$ cat src/rtl/cacheline_arbiter.sv
// Round-robin arbiter sharing one cacheline-adaptor port between the I-cache and D-cache.
// One whole line transaction is granted at a time; the command, address and write data are registered on grant.
module cacheline_arbiter #(
    parameter int LINE_W = 256,
    parameter int ADDR_W = 32
) (
    input  logic              clk,
    input  logic              reset,
    input  logic              i_read_i,
    input  logic [ADDR_W-1:0] i_address_i,
    output logic [LINE_W-1:0] i_line_o,
    output logic              i_resp_o,
    input  logic              d_read_i,
    input  logic              d_write_i,
    input  logic [ADDR_W-1:0] d_address_i,
    input  logic [LINE_W-1:0] d_line_i,
    output logic [LINE_W-1:0] d_line_o,
    output logic              d_resp_o,
    output logic              m_read_o,
    output logic              m_write_o,
    output logic [ADDR_W-1:0] m_address_o,
    output logic [LINE_W-1:0] m_line_o,
    input  logic [LINE_W-1:0] m_line_i,
    input  logic              m_resp_i
);

    typedef enum logic [1:0] {
        IDLE    = 2'd0,
        SERVE_I = 2'd1,
        SERVE_D = 2'd2,
        RELEASE = 2'd3
    } state_t;

    state_t            r_state;
    logic              r_last_d;
    logic              r_read;
    logic              r_write;
    logic [ADDR_W-1:0] r_address;
    logic [LINE_W-1:0] r_line;
    logic              w_req_i;
    logic              w_req_d;
    logic              w_pick_d;

    // Request decode; on a tie the side that was not granted last wins
    always_comb begin
        w_req_i = i_read_i;
        w_req_d = d_read_i | d_write_i;
        if (w_req_i && w_req_d) begin
            w_pick_d = ~r_last_d;
        end else begin
            w_pick_d = w_req_d;
        end
    end

    // Arbitration FSM with registered adaptor-side command, address and data
    always_ff @(posedge clk or posedge reset) begin
        if (reset) begin
            r_state   <= IDLE;
            r_last_d  <= 1'b0;
            r_read    <= 1'b0;
            r_write   <= 1'b0;
            r_address <= {ADDR_W{1'b0}};
            r_line    <= {LINE_W{1'b0}};
        end else begin
            case (r_state)
                IDLE: begin
                    if (w_pick_d) begin
                        r_state   <= SERVE_D;
                        r_last_d  <= 1'b1;
                        r_address <= d_address_i;
                        r_line    <= d_line_i;
                        r_write   <= d_write_i;
                        r_read    <= ~d_write_i;
                    end else if (w_req_i) begin
                        r_state   <= SERVE_I;
                        r_last_d  <= 1'b0;
                        r_address <= i_address_i;
                        r_write   <= 1'b0;
                        r_read    <= 1'b1;
                    end else begin
                        r_state <= IDLE;
                    end
                end
                SERVE_I, SERVE_D: begin
                    if (m_resp_i) begin
                        r_state <= RELEASE;
                        r_read  <= 1'b0;
                        r_write <= 1'b0;
                    end else begin
                        r_state <= r_state;
                    end
                end
                RELEASE: r_state <= IDLE;
                default: begin
                    r_state <= IDLE;
                    r_read  <= 1'b0;
                    r_write <= 1'b0;
                end
            endcase
        end
    end

    // Completion is steered combinationally to the granted requester only
    always_comb begin
        m_read_o    = r_read;
        m_write_o   = r_write;
        m_address_o = r_address;
        m_line_o    = r_line;
        i_line_o    = m_line_i;
        d_line_o    = m_line_i;
        i_resp_o    = (r_state == SERVE_I) && m_resp_i;
        d_resp_o    = (r_state == SERVE_D) && m_resp_i;
    end

endmodule

$ cat config.mk
export PLATFORM = sky130hd
export DESIGN_NAME = cacheline_arbiter
export DESIGN_NICKNAME = d
export VERILOG_FILES = /design/src/rtl/cacheline_arbiter.sv
export SDC_FILE = /design/constraint.sdc
export NUM_CORES = 1
export LEC_CHECK = 0
export CORE_AREA = 2 2 541 543
export CTS_BUF_LIST = sky130_fd_sc_hd__clkbuf_8
export DETAILED_ROUTE_END_ITERATION = 6
export DIE_AREA = 0 0 543 545
export PLACE_DENSITY = 0.3
export SKIP_CTS_REPAIR_TIMING = 1
export SKIP_LAST_GASP = 1
export SYNTH_ARGS = -nofsm -noshare
export SYNTH_HDL_FRONTEND = slang
export SYNTH_SLANG_ARGS = --single-unit
export TNS_END_PERCENT = 5
$ cat constraint.sdc
create_clock -name clk -period 18.5 [get_ports clk]
set_clock_uncertainty 0.1 [all_clocks]
set_input_delay 2.775 -clock clk [delete_from_list [all_inputs] [get_ports clk]]
set_output_delay 2.775 -clock clk [all_outputs]
set_load 0.05 [all_outputs]
==> results of run 1 <==
-- routing by layer --
layer	track usage	part of all wire	vias to the layer above
met4	0.0321	0.042	2
li1	-	-	3858
met1	0.0700	0.30	4458
met3	0.0692	0.19	296
met2	0.136	0.47	1114
met5	0.00260	0.00085	-
-- worst min-delay path, cell delays in order (launching register included) --
cell	delay, ps
dfrtp_1	340
nand2_1	40
o21ai_0	60
-- flip-flops by register name (all words and copies together) (netlist names) --
name,cells
r_state,2
m_line_o,256
m_write_o,1
m_address_o,32
m_read_o,1
r_last_d,1
-- through the flow --
step                hold slack, ps  cells
floorplan                      371   1228
global placement               368   5202
detailed placement             370   5202
CTS                            383   5314
global route                   396   5316
finish                         378   5319
-- cells in the mapped netlist --
cell / number / area share
nand3_1: 1 / 0.00031
o2bb2ai_1: 1 / 0.00054
clkbuf_1: 2 / 0.00047
o211ai_1: 1 / 0.00047
mux2_4: 240 / 0.22
nor2b_1: 3 / 0.0012
nand2_1: 36 / 0.0084
mux2i_1: 32 / 0.020
nor4b_1: 1 / 0.00054
a222oi_1: 2 / 0.0012
o21ai_0: 35 / 0.011
dfrtp_1: 293 / 0.45
buf_2: 7 / 0.0022
and2_1: 3 / 0.0012
a21oi_1: 1 / 0.00031
o31ai_1: 1 / 0.00047
a31oi_1: 1 / 0.00039
a31o_2: 1 / 0.00054
o211a_2: 1 / 0.00062
buf_6: 28 / 0.020
ha_1: 3 / 0.0023
inv_1: 4 / 0.00093
mux2_2: 16 / 0.011
buf_4: 515 / 0.24
-- area by class of cell --
type / count / area (um^2) / share of cell area
tap: 3900 / 4880 / 0.200
timing repair buffer: 626 / 6250 / 0.256
multi-input combinational: 379 / 4620 / 0.189
antenna: 5 / 12.5 / 0.000513
inverter: 4 / 22.5 / 0.000924
sequential: 293 / 7330 / 0.301
clock inverter: 33 / 190 / 0.00780
clock buffer: 79 / 1090 / 0.0446
-- worst max path at each step --
stage                        start              to  slack, ps  cells past startpoint
after detailed placement  i_read_i   m_line_o[102]      11190                      7
after global placement    i_read_i   m_line_o[103]      11200                      7
after floorplan              reset  m_address_o[0]       7530                      1
after CTS                 m_resp_i        d_resp_o      11300                      3
final                     m_resp_i        d_resp_o      11320                      3
after global routing      m_resp_i        d_resp_o      11260                      3
-- power by group through the flow --
stage | Combinational, mW | Sequential (mW) | Clock [mW]
floorplan | 1.12 | 2.29 | 0
global placement | 3.14 | 1.22 | 0
detailed placement | 3.14 | 1.22 | 0
CTS | 3.14 | 1.21 | 0.800
global route | 3.22 | 1.25 | 0.820
finish | 3.08 | 1.20 | 0.751
-- cell families (layout without fill, tap and decap cells) --
kind of cell    after synthesis  after routing  synth area share
compound gates               44             44            0.0154
fa+ha+maj                     3              3           0.00232
buf+inv                     556            742             0.263
flops                       293            293             0.454
mux                         288            288             0.254
other cells                   0              5                 0
simple gates                 44             44            0.0115
-- layout by cell type, fill, tap and decap left out --
| cell type | instances |
|---|---|
| clkbuf_8 | 79 |
| o21ai_0 | 35 |
| nor2b_1 | 3 |
| nand2_1 | 36 |
| inv_8 | 2 |
| nand3_1 | 1 |
| and2_1 | 3 |
| buf_12 | 2 |
| a31o_2 | 1 |
| a21oi_1 | 1 |
| o211ai_1 | 1 |
| bufinv_16 | 2 |
| inv_1 | 28 |
| o2bb2ai_4 | 1 |
| clkinv_2 | 5 |
| mux2_4 | 240 |
| o211a_4 | 1 |
| mux2i_1 | 32 |
| a222oi_1 | 2 |
| dfrtp_1 | 293 |
| ha_1 | 3 |
| mux2_2 | 16 |
| nor4b_1 | 1 |
| clkdlybuf4s50_1 | 608 |
| a31oi_1 | 1 |
| o31ai_4 | 1 |
| diode_2 | 5 |
| buf_4 | 16 |
==> results.toml, run 1 <==
[outcome]
status = "completed"

[power_and_ir_drop]
power.share.clock = 0.149
p_switching_mw = 2.50
p_sw_frac = 0.497
pwr-share-comb = 0.612
leakage_nw = 8.89
ir_drop_mv = 0.0896
power.density_nw_per_um2 = 206
p_total_mw = 5.03
seqPwrFrac = 0.239
internal_power_mw = 2.53

[critical_path]
crit_family = "buffers and inverters"
crit_chain = "clkdlybuf4s50_1, and2_1, clkdlybuf4s50_1"
path_buf_inv = 2
cpMostUsedCell = "clkdlybuf4s50_1"
r2r_end = "m_line_o[103]"
reg2reg_depth = 7
cp_slowest_stage_delay_ps = 810
arrival_ps = 4300
rrSetupSlack_ps = 13910
worstSetupPathType = "in -> out"
startpoint_type = "input pin"
crit_required_ps = 15620
cp_max_fo = 4
critical_path.slowest_cell = "clkdlybuf4s50_1"
worstSetupEndpointType = "output port"
r2r_start = "r_state[1]"

[timing]
final-setup-viol-count = 0
setup_slack_ps = 11320
drv_slew = 0
max_slew_margin = 0.196
max_slew.worst_pin.slew_ps = 1200
tns_ps = 0
fin_crit_sh = 0.388
hold_violations = 0
clock.fmax_mhz = 139
period_minus_slack_ps = 7180
rsz0062_at_grt = "no"

[final_layout]
final_util = 0.0841
drive_gt1_frac = 0.259
nNetsFinal = 1950
fillers = 33435
area_growth_pct = 51.0
final_cell_area_um2 = 24400

[routing]
drc = 0
via_count = 9728
viasPerCell = 1.83
drt_first_pass_iters = 4
post_drt_wl_per_cell_um = 23.8
ant_nets = 0
routed_wl_mm = 127
first_iter_violations = 460

[cts]
clock_sinks = 293
clk_pin_slew_worst_paths_ps = 50
cts-root-buf = "clkbuf_8"
clock_latency_ps = 710
cts_max_path_buffers = 3
cts_tree = "built"
htreeDepth = 2
cts_inserted_buffers = 61

[place]
gp_congestion = 0.752
place_ws_ps = 11190
dp_hpwl_mm = 112
port_buffers = 617
placed_area_um2 = 23100

[die]
ioPinCount = 1386
core_area_um2 = 290000
rows = 198
die_height_um = 545
die-area_um2 = 296000
die_w_um = 543
initial_core_util = 0.0557

[grt]
grt_pass1_vias = 10321
grt_remaining_overflow = 0
grt_max_degree = 123
antenna_found_initial = 46
grt_pass1_wl_mm = 150
grt_use_total = 0.0816

[synthesis]
ys_warn_count = 0
syn_area_um2 = 16100
netlist_instances = 1228
avgSynthCellArea_um2 = 13.1
synthDistinctLibCells = 24
syn_nets = 1813
ys_seq_area_frac = 0.454
synth_seq_cells = 293

[worst_hold_path]
min_path_cells = 2
hp-class = "reg -> reg"
hold_start = "m_address_o[20]"
holdPathEnd = "m_address_o[20]"

[flow_run]
maxCapViolCount = 0
Note: power is estimated with default switching activity, not from simulation.
==> run 2: changes to the inputs <==
--- a/config.mk
+++ b/config.mk
@@ -5,10 +5,10 @@
 export SDC_FILE = /design/constraint.sdc
 export NUM_CORES = 1
 export LEC_CHECK = 0
-export CORE_AREA = 2 2 541 543
+export CORE_AREA = 2 2 534 536
 export CTS_BUF_LIST = sky130_fd_sc_hd__clkbuf_8
 export DETAILED_ROUTE_END_ITERATION = 6
-export DIE_AREA = 0 0 543 545
+export DIE_AREA = 0 0 536 538
 export PLACE_DENSITY = 0.3
 export SKIP_CTS_REPAIR_TIMING = 1
 export SKIP_LAST_GASP = 1
==> constraint.sdc (replaced) <==
create_clock -name clk -period 6.2 [get_ports clk]
set_clock_uncertainty 0.1 [all_clocks]
set_input_delay 0.93 -clock clk [delete_from_list [all_inputs] [get_ports clk]]
set_output_delay 0.93 -clock clk [all_outputs]
set_load 0.05 [all_outputs]
==> run 2 against run 1 <==
  * Clock power rose to 3.0 times the previous value
  * Final cell count down 2.4%
  * Combinational power rose to 3.0 times the previous value
  * Clock-buffer cell count rose by 1
  * Routed wire length down 3.6%
  * Total power rose to 3.0 times the previous value
  * Global-route usage down 0.098 points
  * Critical path depth stayed put
  * Setup slack got worse by 8700 ps
  * Register-to-register slack lost 11000 ps
  * Cell area down 0.26%
  * Utilization rose by 0.18 points
  * Critical endpoint is now i_resp_o
  * Largest power group unchanged
==> results.toml, run 2 (synthesis results as in run 1) <==
[final_layout]
area_growth_pct = 50.6
drive_gt1_frac = 0.267
nNetsFinal = 1963
largest_reg_flops = 256
fillers = 32696
layout_common_cells = "clkdlybuf4s50_1 (611), dfrtp_1 (293), mux2_4 (240), clkbuf_8 (80), nand2_1 (36)"
layout_commonest_cell = "clkdlybuf4s50_1"
final_cell_area_um2 = 24300

[place]
placed_area_um2 = 23000
port_buffers = 617
gp_congestion = 0.733
dp_hpwl_mm = 107

[routing]
post_drt_wl_per_cell_um = 23.5
routed_wl_mm = 122
drt_first_pass_iters = 5
drc = 0
ant_nets = 0
via_count = 9615
first_iter_violations = 346
viasPerCell = 1.85

[cts]
cts_tree = "built"
htreeDepth = 3
clock_sinks = 293
cts_inserted_buffers = 66
cts_max_path_buffers = 3
clock_latency_ps = 680
cts-root-buf = "clkbuf_8"
clk_pin_slew_worst_paths_ps = 50

[timing]
period_minus_slack_ps = 3540
max_slew.worst_pin.slew_ps = 1230
max_slew_margin = 0.179
clock.fmax_mhz = 283
tns_ps = 0
rsz0062_at_grt = "no"
final-setup-viol-count = 0
hold_violations = 0
fin_crit_sh = 0.571
drv_slew = 0

[critical_path]
reg2reg_depth = 5
crit_required_ps = 5170
worstSetupPathType = "in -> out"
crit_chain = "clkdlybuf4s50_1, and2_1, clkdlybuf4s50_1"
critical_path.slowest_cell = "clkdlybuf4s50_1"
arrival_ps = 2510
r2r_start = "r_state[0]"
crit_family = "buffers and inverters"
r2r_end = "m_line_o[104]"
cp_max_fo = 4
path_buf_inv = 2
startpoint_type = "input pin"
worstSetupEndpointType = "output port"
cpMostUsedCell = "clkdlybuf4s50_1"
rrSetupSlack_ps = 3330
startpoint = "m_resp_i"
cp_slowest_stage_delay_ps = 800

[worst_hold_path]
holdPathEnd = "m_address_o[24]"
hp-class = "reg -> reg"
min_path_cells = 2
hold_start = "m_address_o[24]"

[die]
core_area_um2 = 283000
ioPinCount = 1386
die-area_um2 = 288000
die_w_um = 536
initial_core_util = 0.0570
rows = 196
die_height_um = 538

[power_and_ir_drop]
leakage_nw = 8.89
ir_drop_mv = 0.169
power.density_nw_per_um2 = 614

[grt]
grt_pass1_wl_mm = 146
grt_pass1_vias = 10409
grt_use_total = 0.0807
antenna_found_initial = 35
grt_max_degree = 125
grt_remaining_overflow = 0

[outcome]
status = "completed"

[flow_run]
maxCapViolCount = 0
run 2: cell count changes in the layout (fill, tap and decap cells not counted), sizes merged, moves of 2 or more:
cell,delta
clkinv,+2
clkinvlp,+8
clkdlybuf4s50,+3
inv,-6
diode,+2
buf,+5
bufinv,-2
run 2: per-stage QoR:
step,cells,utilization,hold WS [ps],setup slack (ps),power [mW]
finish,5194,0.0859,374,2660,14.9
global route,5190,0.0858,409,2650,15.8
CTS,5187,0.0858,382,2680,15.4
detailed placement,5072,0.0813,370,2480,13.0
global placement,5072,0.0813,368,2520,13.0
floorplan,1228,-,371,1280,10.2
run 2: worst max-delay path by stage:
stage | cells past startpoint | to | slack [ps]
3_5_place_dp | 5 | m_line_o[102] | 2480
4_1_cts | 3 | i_resp_o | 2680
6_report | 3 | i_resp_o | 2660
5_1_grt | 3 | d_resp_o | 2650
2_1_floorplan | 1 | m_address_o[0] | 1280
3_3_place_gp | 5 | m_address_o[23] | 2520
run 2: per-layer routing:
| metal | global-route usage | up-vias | routed length (um) |
|---|---|---|---|
| li1 | - | 3888 | - |
| met1 | 0.0730 | 4419 | 38000 |
| met2 | 0.130 | 1011 | 55900 |
| met3 | 0.0655 | 289 | 22600 |
| met4 | 0.0367 | 8 | 5520 |
| met5 | 0.00280 | - | 124 |
run 2: layout make-up:
type / count / area [um^2] / share of cell area
flip-flops and latches: 293 / 7330 / 0.301
diodes: 7 / 17.5 / 0.000720
clock buffers: 80 / 1100 / 0.0453
inverters: 4 / 18.8 / 0.000772
repair buffers: 634 / 6350 / 0.261
well taps: 3762 / 4710 / 0.194
clock inverters: 35 / 179 / 0.00736
multi-input cells: 379 / 4620 / 0.190
run 2: power breakdown:
part           internal [mW]  switching (mW)
Sequential              2.91           0.633
Clock                   1.17            1.05
Combinational           3.45            5.72
run 2: worst min-delay path: cells and delay by family (launching register included):
kind / cells / cell delay [ps]
DFF: 1 / 340
AOI/OAI and AO/OA: 1 / 60
and+or+nand+nor: 1 / 40
==> run 3: changes to the inputs <==
--- a/config.mk
+++ b/config.mk
@@ -5,10 +5,10 @@
 export SDC_FILE = /design/constraint.sdc
 export NUM_CORES = 1
 export LEC_CHECK = 0
-export CORE_AREA = 2 2 534 536
+export CORE_AREA = 2 2 540 542
 export CTS_BUF_LIST = sky130_fd_sc_hd__clkbuf_8
 export DETAILED_ROUTE_END_ITERATION = 6
-export DIE_AREA = 0 0 536 538
+export DIE_AREA = 0 0 542 544
 export PLACE_DENSITY = 0.3
 export SKIP_CTS_REPAIR_TIMING = 1
 export SKIP_LAST_GASP = 1
==> constraint.sdc (replaced) <==
create_clock -name clk -period 3.7 [get_ports clk]
set_clock_uncertainty 0.1 [all_clocks]
set_input_delay 0.555 -clock clk [delete_from_list [all_inputs] [get_ports clk]]
set_output_delay 0.555 -clock clk [all_outputs]
set_load 0.05 [all_outputs]
==> run 3 against run 2 <==
  * Non-clock buffer count grew 12
  * Sequential share of layout area shrank 0.17 points
  * Routed wire length grew 4.1%
  * Clock power grew 61%
  * Setup slack lost 2000 ps
  * Clock-buffer cell count shrank 4
  * Critical endpoint is now d_resp_o
==> results.toml, run 3 (synthesis results as in run 1) <==
[power_and_ir_drop]
leakage_nw = 8.97
power.share.clock = 0.141
pwr-share-comb = 0.623
internal_power_mw = 12.6
power.density_nw_per_um2 = 1040
seqPwrFrac = 0.236
p_switching_mw = 12.8
ir_drop_mv = 0.426
p_sw_frac = 0.505

[die]
ioPinCount = 1386
die_height_um = 544
die-area_um2 = 295000
die_w_um = 542
rows = 198
core_area_um2 = 289000
initial_core_util = 0.0558

[critical_path]
worstSetupPathType = "reg -> out"
crit_required_ps = 3040
startpoint_type = "register"
arrival_ps = 2330
cp_max_fo = 3
worstSetupEndpointType = "output port"

[grt]
grt_pass1_wl_mm = 151
grt_pass1_vias = 10407
grt_max_degree = 89
grt_use_total = 0.0825
antenna_found_initial = 43
grt_remaining_overflow = 0

[final_layout]
nNetsFinal = 1969
layout_common_cells = "clkdlybuf4s50_1 (610), dfrtp_1 (293), mux2_4 (240), clkbuf_8 (76), nand2_1 (36)"
final_util = 0.0845
fillers = 33404
drive_gt1_frac = 0.268
layout_commonest_cell = "clkdlybuf4s50_1"
final_cell_area_um2 = 24500
final_cell_count_no_fill = 5240
area_growth_pct = 51.5
largest_reg_flops = 256

[timing]
period_minus_slack_ps = 2990
final-setup-viol-count = 0
clock.fmax_mhz = 335
hold_violations = 0
setup_slack_ps = 711
fin_crit_sh = 0.808
drv_slew = 0
max_slew_margin = 0.326
rsz0062_at_grt = "no"
max_slew.worst_pin.slew_ps = 1010

[place]
place_ws_ps = 763
placed_cells = 5121
gp_congestion = 0.733
placed_area_um2 = 23200
dp_hpwl_mm = 113
port_buffers = 617

[routing]
drc = 0
post_drt_wl_per_cell_um = 24.3
ant_nets = 0
drt_first_pass_iters = 4
via_count = 9741
routed_wl_mm = 127
viasPerCell = 1.86
first_iter_violations = 342

[cts]
cts-root-buf = "clkbuf_8"
cts_max_path_buffers = 3
cts_inserted_buffers = 60
cts_tree = "built"
clock_latency_ps = 760
clock_sinks = 293
clk_pin_slew_worst_paths_ps = 70
htreeDepth = 2

[worst_hold_path]
hp-class = "in -> reg"

[flow_run]
maxCapViolCount = 0

[outcome]
status = "completed"
run 3: changes by cell type in the layout (fill, tap and decap cells not counted), moves of 2 or more:
cell,previous run,this run
buf_4,18,26
clkbuf_8,80,76
buf_12,5,9
clkinvlp_4,8,1
diode_2,7,9
inv_1,22,24
clkinv_2,7,9
run 3: power groups by stage:
| stage | Combinational [mW] | Clock (mW) | Sequential (mW) |
|---|---|---|---|
| detailed placement | 16.1 | 0 | 6.08 |
| global placement | 16.2 | 0 | 6.08 |
| finish | 15.8 | 3.58 | 5.98 |
| global route | 16.6 | 3.92 | 6.22 |
| floorplan | 5.58 | 0 | 11.4 |
| CTS | 16.2 | 3.82 | 6.04 |
run 3: area by class of cell:
class / instances / area (um^2) / share of cell area
Clock buffer: 76 / 1050 / 0.0428
Sequential cell: 293 / 7330 / 0.300
Timing Repair Buffer: 646 / 6490 / 0.265
Clock inverter: 33 / 176 / 0.00721
Inverter: 4 / 18.8 / 0.000767
Multi-Input combinational cell: 379 / 4620 / 0.189
Tap cell: 3800 / 4750 / 0.194
Antenna cell: 9 / 22.5 / 0.000921
run 3: worst paths after layout:
kind | startpoint | end | slack [ps] | cells past startpoint
setup reg to reg | r_state[1] | m_line_o[228] | 1220 | 6
hold / removal | d_line_i[14] | m_line_o[14] | 280 | 2
max in group asynchronous | reset | m_address_o[18] | 1860 | 5
hold reg to reg | m_address_o[14] | m_address_o[14] | 380 | 2
setup / recovery | r_state[0] | d_resp_o | 710 | 4
min in group asynchronous | reset | m_line_o[83] | 630 | 3
run 3: critical path, cell delays in order (launching register included):
cell and delay, ps:
dfrtp_1 380, inv_1 100, ha_1 150, and2_1 130, clkdlybuf4s50_1 820
run 3: through the flow:
stage,total power [mW],setup TNS (ps),hold WS [ps]
finish,25.4,0,281
global route,26.8,0,183
CTS,26.1,0,-45.3
detailed placement,22.2,0,369
global placement,22.2,0,369
floorplan,17.0,-247340,371
run 3: routing by layer:
layer,track usage,share of wire,vias to the layer above
met4,0.0346,0.044,4
met1,0.0729,0.31,4457
met5,0.00130,0.00040,-
li1,-,-,3892
met2,0.133,0.45,1059
met3,0.0720,0.20,329
